**src/rtl/mips_fetch_unit.sv**
```systemverilog
// Instruction fetch unit: single-outstanding request FSM feeding a small
// in-order instruction queue toward decode, with redirect flush.
module mips_fetch_unit #(
    parameter logic [31:0] RESET_PC = 32'h0000_0000,
    parameter int          QDEPTH   = 2
) (
    input  logic        clk,
    input  logic        rst_n,
    output logic        imem_req,
    output logic [31:0] imem_addr,
    input  logic        imem_gnt,
    input  logic        imem_rvalid,
    input  logic [31:0] imem_rdata,
    input  logic        redirect,
    input  logic [31:0] redirect_pc,
    output logic        instr_valid,
    input  logic        instr_ready,
    output logic [31:0] instr,
    output logic [31:0] instr_pc,
    output logic [5:0]  opcode,
    output logic [5:0]  funct
);

    localparam int PW = (QDEPTH > 1) ? $clog2(QDEPTH) : 1;
    localparam logic [PW:0] FULL = (PW+1)'(QDEPTH);

    typedef enum logic [1:0] {
        IDLE,
        REQ,
        WAIT,
        DRAIN
    } state_t;

    state_t        state;
    logic [31:0]   fetch_pc;
    logic [PW:0]   count;
    logic [PW-1:0] rd_ptr;
    logic [PW-1:0] wr_ptr;
    logic [31:0]   q_data [QDEPTH];
    logic [31:0]   q_pc   [QDEPTH];

    logic          push;
    logic          pop;
    logic          can_issue;
    logic [31:0]   target;
    logic          unused_bits;

    assign target      = {redirect_pc[31:2], 2'b00};
    assign unused_bits = ^redirect_pc[1:0];
    assign pop         = instr_valid && instr_ready;
    assign push        = (state == WAIT) && imem_rvalid && !redirect;
    // Only IDLE issues, and nothing is outstanding there.
    assign can_issue   = count < FULL;

    always_ff @(posedge clk or negedge rst_n) begin
        if (!rst_n) begin
            state     <= IDLE;
            fetch_pc  <= RESET_PC;
            imem_req  <= 1'b0;
            imem_addr <= 32'h0;
        end else begin
            unique case (state)
                IDLE: begin
                    if (redirect) begin
                        fetch_pc <= target;
                    end else if (can_issue) begin
                        state     <= REQ;
                        imem_req  <= 1'b1;
                        imem_addr <= fetch_pc;
                    end
                end
                REQ: begin
                    if (redirect) begin
                        fetch_pc <= target;
                        imem_req <= 1'b0;
                        state    <= imem_gnt ? DRAIN : IDLE;
                    end else if (imem_gnt) begin
                        fetch_pc <= fetch_pc + 32'd4;
                        imem_req <= 1'b0;
                        state    <= WAIT;
                    end
                end
                WAIT: begin
                    if (redirect) begin
                        fetch_pc <= target;
                        state    <= imem_rvalid ? IDLE : DRAIN;
                    end else if (imem_rvalid) begin
                        state <= IDLE;
                    end
                end
                DRAIN: begin
                    if (redirect) begin
                        fetch_pc <= target;
                    end
                    // A response arriving with the redirect still retires it.
                    if (imem_rvalid) begin
                        state <= IDLE;
                    end
                end
                default: state <= IDLE;
            endcase
        end
    end

    always_ff @(posedge clk or negedge rst_n) begin
        if (!rst_n) begin
            count  <= '0;
            rd_ptr <= '0;
            wr_ptr <= '0;
        end else if (redirect) begin
            count  <= '0;
            rd_ptr <= '0;
            wr_ptr <= '0;
        end else begin
            if (push) begin
                wr_ptr <= wr_ptr + 1'b1;
            end
            if (pop) begin
                rd_ptr <= rd_ptr + 1'b1;
            end
            count <= count + {{PW{1'b0}}, push} - {{PW{1'b0}}, pop};
        end
    end

    // imem_addr is held from issue until the response, so it tags the word.
    always_ff @(posedge clk) begin
        if (push) begin
            q_data[wr_ptr] <= imem_rdata;
            q_pc[wr_ptr]   <= imem_addr;
        end
    end

    assign instr_valid = (count != '0);
    assign instr       = instr_valid ? q_data[rd_ptr] : 32'h0;
    assign instr_pc    = instr_valid ? q_pc[rd_ptr] : 32'h0;
    assign opcode      = instr[31:26];
    assign funct       = instr[5:0];

endmodule

```
**config.mk**
```make
export PLATFORM = sky130hd
export DESIGN_NAME = mips_fetch_unit
export DESIGN_NICKNAME = d
export VERILOG_FILES = /design/src/rtl/mips_fetch_unit.sv
export SDC_FILE = /design/constraint.sdc
export NUM_CORES = 1
export LEC_CHECK = 0
export CAP_MARGIN = 10
export CORE_MARGIN = 3
export CORE_UTILIZATION = 40
export CTS_BUF_LIST = sky130_fd_sc_hd__clkbuf_8
export CTS_CLUSTER_DIAMETER = 80
export CTS_CLUSTER_SIZE = 24
export DETAILED_ROUTE_END_ITERATION = 8
export GPL_ROUTABILITY_DRIVEN = 0
export PLACE_DENSITY = 0.72
export SKIP_CTS_REPAIR_TIMING = 1
export SLEW_MARGIN = 0
export SYNTH_ARGS = -nofsm -noshare
export SYNTH_HDL_FRONTEND = slang
export SYNTH_SLANG_ARGS = --single-unit
export TNS_END_PERCENT = 50
```
**constraint.sdc**
```tcl
create_clock -name clk -period 9 [get_ports clk]
set_input_delay 2.25 -clock clk [delete_from_list [all_inputs] [get_ports clk]]
set_output_delay 2.25 -clock clk [all_outputs]
set_load 0.05 [all_outputs]
```
# --- Word level (Yosys, flattened, before mapping) ---
# Memories as Yosys holds them, arrays and structs flattened.
# Cells that the tools add are included.
classes:
  add_sub_neg: 5
  mul: 0
  div: 0
  n_lt_le_gt_ge: 1
  n_eq_ne: 7
  shifts: 0
  n_mux: 27
  n_bitwise: 1
  reduce_logical: 14
op_table:
  columns: ["op", "n"]
  rows:
  - ["32-bit two-way mux", 5]
  - ["32-bit one-hot mux with 2 select lines", 1]
  - ["32-bit by 3-bit adder with 32-bit output, second input constant", 1]
  - ["2-bit two-way mux", 9]
  - ["1-bit two-way mux", 10]
  - ["2-bit one-hot mux with 4 select lines", 1]
  - ["2-bit nonzero test", 4]
  - ["3-bit AND reduction", 2]
  - ["2-bit equality test, second input constant", 2]
  - ["2-bit inequality test, second input constant", 2]
  - ["4-bit AND reduction", 1]
  - ["1-bit logical AND", 3]
  - ["3-bit inequality test, second input constant", 1]
  - ["3-bit OR reduction", 1]
  - ["1-bit adder, second input constant", 2]
  - ["2-bit by 1-bit adder with 2-bit output", 1]
  - ["2-bit by 1-bit equality test with 1-bit output, second input constant", 1]
  - ["2-bit zero test", 1]
  - ["2-bit less-than comparator, second input constant", 1]
  - ["2-bit by 1-bit inequality test with 1-bit output, second input constant", 1]
  - ["1-bit one-hot mux with 2 select lines", 1]
  - ["2-bit AND reduction", 1]
  - ["2-bit by 1-bit subtractor with 2-bit output", 1]
  - ["1-bit zero test", 1]
  - ["1-bit NOT", 1]
totals:
  ff_bits: 71
  latchBits: 0
  mem_bits_rw: 128
  romBits: 0
  inputBits: 70
  out_inout_bits: 110
  elab_cells: 64
  n_memories: 2
memory_table:
  columns: ["memory", "depth", "width", "read_ports", "rd_ports_with_merged_regs", "wr", "line", "text"]
  rows:
  - ["q_data", 2, 32, 1, 0, 1, "39", "logic [31:0] q_data [QDEPTH];"]
  - ["q_pc", 2, 32, 1, 0, 1, "40", "logic [31:0] q_pc [QDEPTH];"]

# --- Logic depth before layout (Yosys ltp) ---
# Gate-level depths: netlist of the first run.
logic_depth:
  ltp_word: 6
  mapped_depth: 8
  mapped_depth_nobuf: 8

# --- Worst setup path after synthesis of the first run ---
# OpenSTA, ideal clock, no wires.
synth_path:
  path_kind: "in2reg"
  from: "input port redirect"
  to: "memory q_data[0][0], enable pin"
  setup_time_ns: 0.559
  arrival_ns: 7.103
  required_time_ns: 8.441
  setup_slack_ns: 1.339
  cell_stages: 4
  path_cell_list: "clkbuf_1 clkbuf_1 buf_1 nor3_1"
synth_via:
  elab_chain_cells: 4
synth_rtl:
  columns: ["item", "line", "text"]
  rows:
  - ["from (decl)", "14", "input logic redirect,"]
  - ["1-bit zero test", "51", "assign push = (state == WAIT) && imem_rvalid && !redirect;"]
  - ["1-bit logical AND", "51", null]
  - ["1-bit two-way mux", "127", "if (push) begin"]
  - ["1-bit two-way mux (not written as such)", "128", "q_data[wr_ptr] <= imem_rdata;"]
  - ["to (decl)", "39", null]
# Every way passes these cells.

# --- Worst setup path after layout of the first run ---
layout_path:
  from: "register rd_ptr"
  to: "output port instr[30]"
layout_via:
  elab_chain_cells: 2
layout_rtl:
  columns: ["item", "line", "text"]
  rows:
  - ["from (decl)", "37", "logic [PW-1:0] rd_ptr;"]
  - ["from (signal assigned)", "119", "rd_ptr <= rd_ptr + 1'b1;"]
  - ["memory read 2 x 32 bit", null, null]
  - ["32-bit two-way mux", "134", "assign instr = instr_valid ? q_data[rd_ptr] : 32'h0;"]
  - ["to (decl)", "18", "output logic [31:0] instr,"]
# Every way passes these cells.

==> results of run 1 <==
synth_stat cells, types with 3 or more instances:
| library cell | n |
|---|---|
| and3_1 | 4 |
| or3_1 | 4 |
| buf_1 | 7 |
| o21ai_0 | 25 |
| mux2i_1 | 64 |
| mux2_2 | 32 |
| buf_2 | 6 |
| nand4_1 | 10 |
| dfrtp_1 | 67 |
| nor2_1 | 77 |
| xor2_1 | 13 |
| nand2b_1 | 4 |
| nand2_1 | 33 |
| nor4_1 | 6 |
| xnor2_1 | 9 |
| a21oi_1 | 9 |
| inv_1 | 4 |
| nand3_1 | 12 |
| buf_4 | 17 |
| edfxtp_1 | 124 |
| and4_1 | 5 |
| clkbuf_1 | 13 |
| and2_1 | 3 |
| nor3_1 | 9 |
report_power, final:
| part | switching, mW | leakage [nW] | internal (mW) |
|---|---|---|---|
| sequential | 0.149 | 1.93 | 1.11 |
| combinational | 1.17 | 1.47 | 0.601 |
| clock | 0.288 | 0.175 | 0.193 |
| total | 1.61 | 3.57 | 1.90 |
through the flow:
| step | hold WS, ns | power (mW) | instance area (um^2) | cells | worst slack [ns] |
|---|---|---|---|---|---|
| after CTS | 0.512 | 3.55 | 10300 | 1027 | 3.61 |
| after global routing | 0.517 | 3.67 | 10300 | 1027 | 3.51 |
| after floorplan | 0.500 | 2.48 | 8080 | 593 | 1.34 |
| after global placement | 0.479 | 3.03 | 9980 | 995 | 4.18 |
| final | 0.501 | 3.51 | 10300 | 1027 | 3.67 |
| after detailed placement | 0.483 | 3.06 | 9980 | 995 | 4.14 |
state kept, by name (all words and copies together) (netlist names):
register / flops
imem_req: 1
imem_addr: 30
fetch_pc: 30
rd_ptr: 1
q_data: 64
wr_ptr: 1
count: 2
state: 2
q_pc: 60
area by class of cell:
| type | count | area share [%] |
|---|---|---|
| Timing Repair Buffer | 181 | 17.3 |
| Clock buffer | 18 | 2.40 |
| Sequential cell | 191 | 52.4 |
| Inverter | 4 | 0.146 |
| Tap cell | 265 | 3.22 |
| Clock inverter | 14 | 0.789 |
| Multi-Input combinational cell | 354 | 23.7 |
placed cells by master (no fill, tap or decap), types with 8 or more instances in the layout:
| cell type | n |
|---|---|
| clkdlybuf4s50_1 | 171 |
| edfxtp_1 | 124 |
| nor2_1 | 76 |
| dfrtp_1 | 66 |
| mux2i_1 | 64 |
| nand2_1 | 33 |
| mux2_2 | 32 |
| o21ai_0 | 25 |
| clkbuf_8 | 18 |
| xor2_1 | 13 |
| nand3_1 | 12 |
| nand4_1 | 10 |
| xnor2_1 | 9 |
| a21oi_1 | 9 |
| inv_1 | 8 |
| nor3_1 | 8 |
| buf_4 | 8 |
layer usage:
layer  share of wire (%)  vias to the layer above  GRT usage [%]
met2                  49                      176           27.7
met1                  44                     2591           22.5
met3                 5.9                       18           3.86
li1                    -                     2454              -
met4                 1.1                        0           4.34
met5                   0                        -              0
worst max-delay path, cell delays in order, from the launching register on:
cell and delay [ns]:
dfrtp_4 0.71, buf_4 0.69, mux2i_1 0.18, nor2_1 0.15
clkdlybuf4s50_1 0.83
final timing paths:
path	from	to	slack, ns	cells after the start
min	imem_addr[25]$_DFFE_PN0P_	q_pc[0][25]$_DFFE_PP_	0.50	0
max reg2reg	count[1]$_DFF_PN0_	count[1]$_DFF_PN0_	6.16	9
max in group asynchronous	rst_n	rd_ptr$_DFFE_PN0P_	6.39	2
max	rd_ptr$_DFFE_PN0P_	instr[30]	3.67	4
min reg2reg	imem_addr[25]$_DFFE_PN0P_	q_pc[0][25]$_DFFE_PP_	0.50	0
min in group asynchronous	rst_n	imem_addr[14]$_DFFE_PN0P_	2.00	2
cell families after synthesis:
logic type | Yosys count | synth area share, %
buffers and inverters | 48 | 3.13
muxes | 96 | 12.4
and+or+nand+nor | 179 | 10.9
other | 1 | 0.0465
xor gates and xnor gates | 22 | 2.39
adders and majority gates | 2 | 0.310
AOI/OAI and AO/OA | 51 | 3.91
DFF | 191 | 66.9
==> results.yml, run 1 <==
final_layout:
  multi_input_area_um2: 2450
  fillCellCount: 1695
  diodes: 0
  area_growth_pct: 27.8
  drive_gt1_share_pct: 10.6
  utilization_pct: 52.5
  final_nets: 821
  seq_area_um2: 5400
pwr:
  ir_drop_uv: 202
  power_leakage_nw: 3.57
  p_per_area_nw_per_um2: 341
routing:
  routedWlPerCell_um: 17.7
  firstDrtPassIters: 5
  via_per_inst: 5.10
  antenna_left: 0
  drc: 0
  routed_wl_mm: 18.2
  vias: 5239
  first_iter_violations: 273
cts:
  clock_latency_ns: 0.45
  cts_buffers: 17
  h-tree-depth: 4
  clockBufferDepth: 2
  path_clk_slew_ns: 0.10
  cts-root-buf: "clkbuf_8"
  numClockSinks: 191
  cts_tree: "yes"
worst_setup_path:
  critPathMaxFanout: 42
  end_kind: "output port"
  cp_data_required_time_ns: 6.75
  cp-start-kind: "flip-flop"
  cp_data_arrival_time_ns: 3.08
  critical_path_class: "reg -> out"
synth:
  synth_ff_type: "edfxtp_1"
  synthTopCellsByArea: "edfxtp_1 (46%), dfrtp_1 (21%), mux2i_1 (7.9%), mux2_2 (4.5%), nor2_1 (3.6%)"
  syn_inst: 590
  synth_edf_count: 124
  yosys_warnings: 0
  synth_top_area_share_pct: 46.1
  yosysSeqAreaShare_pct: 66.9
  synth.ff_latch_count: 191
  synth_cell_type_count: 52
  async_reset_ff_share_pct: 35.1
  syn_avg_cell_area_um2: 13.7
  yosysTopAreaCell: "edfxtp_1"
  syn_area_um2: 8070
worst_hold_path:
  hold_class: "reg -> reg"
sta:
  setup_viol: 0
  min_period_ns: 5.33
  drv_slew: 0
  fin_crit_sh_pct: 59.2
  tightest_slew_ns: 1.11
  final_hold_viol_count: 0
  relSlewSlack_pct: 26.3
  finalClockSkew_ns: 0.0134
  grt_setup_unrepaired: "false"
  clock.fmax_mhz: 188
  fin_setup_tns_ns: 0
floorplan:
  die_h_um: 148
  num_io_pins: 180
  dieArea_um2: 21900
  initial_core_util_pct: 41.1
  row_count: 51
  core_um2: 19700
  die_x_um: 148
grt:
  grt_start_max_net_pins: 68
  globalRouteOverflowTotal: 0
  antenna_found_initial: 0
  grt_pass1_wl_mm: 28.7
  grt_pass1_vias: 5322
  track_usage_pct: 16.7
place:
  dp_hpwl_mm: 12.4
  io_buffer_count: 173
job:
  maxCapViolCount: 0
outcome:
  outcome: "completed"
Note: power is estimated with default switching activity, not from simulation.
==> run 2, diff against run 1 <==
Settings changed: PLACE_DENSITY 0.72 to 0.74.
Clock period 9 ns to 4.8 ns, I/O delays scaled along.
==> run 2 against run 1 <==
Count of clock-buffer cells in the layout shrank 1. Register-to-register slack lost 3.7 ns. Final cell count is essentially flat. Clock skew shrank 0.0025 ns. Core utilization grew 0.81 points. Sequential power grew 88%. Non-clock buffer count grew 1. Clock power grew 130%. Wire length shrank 1.6%. Highest routed layer unchanged. Setup slack lost 2.9 ns. Total power grew 94%. Via count shrank 1.2%.
==> results.yml, run 2 (synthesis results as in run 1) <==
sta:
  grt_setup_unrepaired: "false"
  clock.fmax_mhz: 251
  setup_ws_ns: 0.809
  setup_viol: 0
  fin_crit_sh_pct: 83.1
  min_period_ns: 3.99
  final_hold_viol_count: 0
  relSlewSlack_pct: 35.2
  drv_slew: 0
  tightest_slew_ns: 0.969
  finalClockSkew_ns: 0.0109
  fin_setup_tns_ns: 0
final_layout:
  multi_input_area_um2: 2450
  largest_reg_flops: 64
  fillCellCount: 1704
  largest-register: "q_data"
  drive_gt1_share_pct: 11.3
  utilization_pct: 53.3
  top_regs: "q_data (64), q_pc (60)"
  seq_area_um2: 5400
  layout_commonest_cell: "clkdlybuf4s50_1"
  layout_common_cells: "clkdlybuf4s50_1 (171), edfxtp_1 (124), nor2_1 (76)"
  diodes: 0
  final_nets: 822
  area_growth_pct: 29.7
routing:
  routedWlPerCell_um: 17.4
  first_iter_violations: 284
  routed_wl_mm: 17.9
  vias: 5178
  antenna_left: 0
  via_per_inst: 5.04
  firstDrtPassIters: 4
  drc: 0
floorplan:
  core_um2: 19700
  die_h_um: 148
  row_count: 51
  initial_core_util_pct: 41.1
  num_io_pins: 180
  dieArea_um2: 21900
  die_x_um: 148
pwr:
  power_mw: 6.83
  power_leakage_nw: 3.63
  ir_drop_uv: 416
  p_per_area_nw_per_um2: 652
worst_setup_path:
  r2r_slack_ns: 2.44
  cp_data_arrival_time_ns: 2.79
  crit_cells: 4
  rr_worst_depth: 4
  end_kind: "output port"
  cpPeakStageDelay_ns: 0.85
  critPathMaxFanout: 31
  critical_path_class: "reg -> out"
  cp-start-kind: "flip-flop"
  critPathBufInv: 2
  crit_chain: "buf_4 > mux2i_1 > nor2_1 > clkdlybuf4s50_1"
  slowest_stage: "clkdlybuf4s50_1"
  cp_data_required_time_ns: 3.60
  crit_family: "buffers and inverters"
grt:
  antenna_found_initial: 0
  grt_pass1_wl_mm: 28.5
  grt_pass1_vias: 5227
  track_usage_pct: 16.7
  globalRouteOverflowTotal: 0
  grt_start_max_net_pins: 53
cts:
  cts-root-buf: "clkbuf_8"
  cts_buffers: 17
  clockBufferDepth: 2
  h-tree-depth: 4
  numClockSinks: 191
  clock_latency_ns: 0.45
  cts_tree: "yes"
  path_clk_slew_ns: 0.09
place:
  preCtsSetupSlack_ns: 1.27
  io_buffer_count: 173
  dp_hpwl_mm: 12.3
job:
  maxCapViolCount: 0
worst_hold_path:
  hold_class: "reg -> reg"
  whs_path_depth: 0
outcome:
  outcome: "completed"
==> run 2: metrics by stage <==
stage	hold WS, ns	std cells	instance area, um^2
after floorplan	0.500	593	8090
final	0.501	1028	10500
after global routing	0.519	1028	10500
after detailed placement	0.482	996	10000
after CTS	0.504	1028	10500
after global placement	0.480	996	10000
==> run 2: path summary, 6_finish.rpt <==
kind	from	endpoint
max	rd_ptr$_DFFE_PN0P_	instr[27]
min	imem_addr[25]$_DFFE_PN0P_	q_pc[0][25]$_DFFE_PP_
max reg2reg	state[0]$_DFFE_PN0P_	q_pc[1][28]$_DFFE_PP_
min reg2reg	imem_addr[25]$_DFFE_PN0P_	q_pc[0][25]$_DFFE_PP_
max in group asynchronous	rst_n	fetch_pc[30]$_DFFE_PN0P_
min in group asynchronous	rst_n	imem_addr[14]$_DFFE_PN0P_
==> run 2: layout make-up <==
cell class / count / area share, %
well taps: 265 / 3.17
repair buffers: 182 / 17.6
clock inverters: 15 / 1.82
inverters: 4 / 0.143
flip-flops and latches: 191 / 51.6
clock buffers: 17 / 2.24
multi-input cells: 354 / 23.4
==> run 2: worst reg2reg max path, stage by stage, from the launching register on <==
cell	delay (ns)
dfrtp_1	0.50
nand3b_1	0.30
nor2_1	0.26
and2_2	0.61
buf_12	0.34
==> run 2: metal layers <==
metal  routed length (um)  vias to the layer above  GRT usage (%)
met3                 1270                       13           4.81
met5                    0                        -              0
li1                     -                     2452              -
met2                 8600                      164           26.9
met1                 7890                     2549           22.3
met4                  142                        0           4.30
==> run 2: report_power, final <==
part,total [mW],internal [mW],switching [mW]
combinational,3.34,1.15,2.19
sequential,2.37,2.07,0.294
clock,1.12,0.566,0.550
total,6.83,3.79,3.03
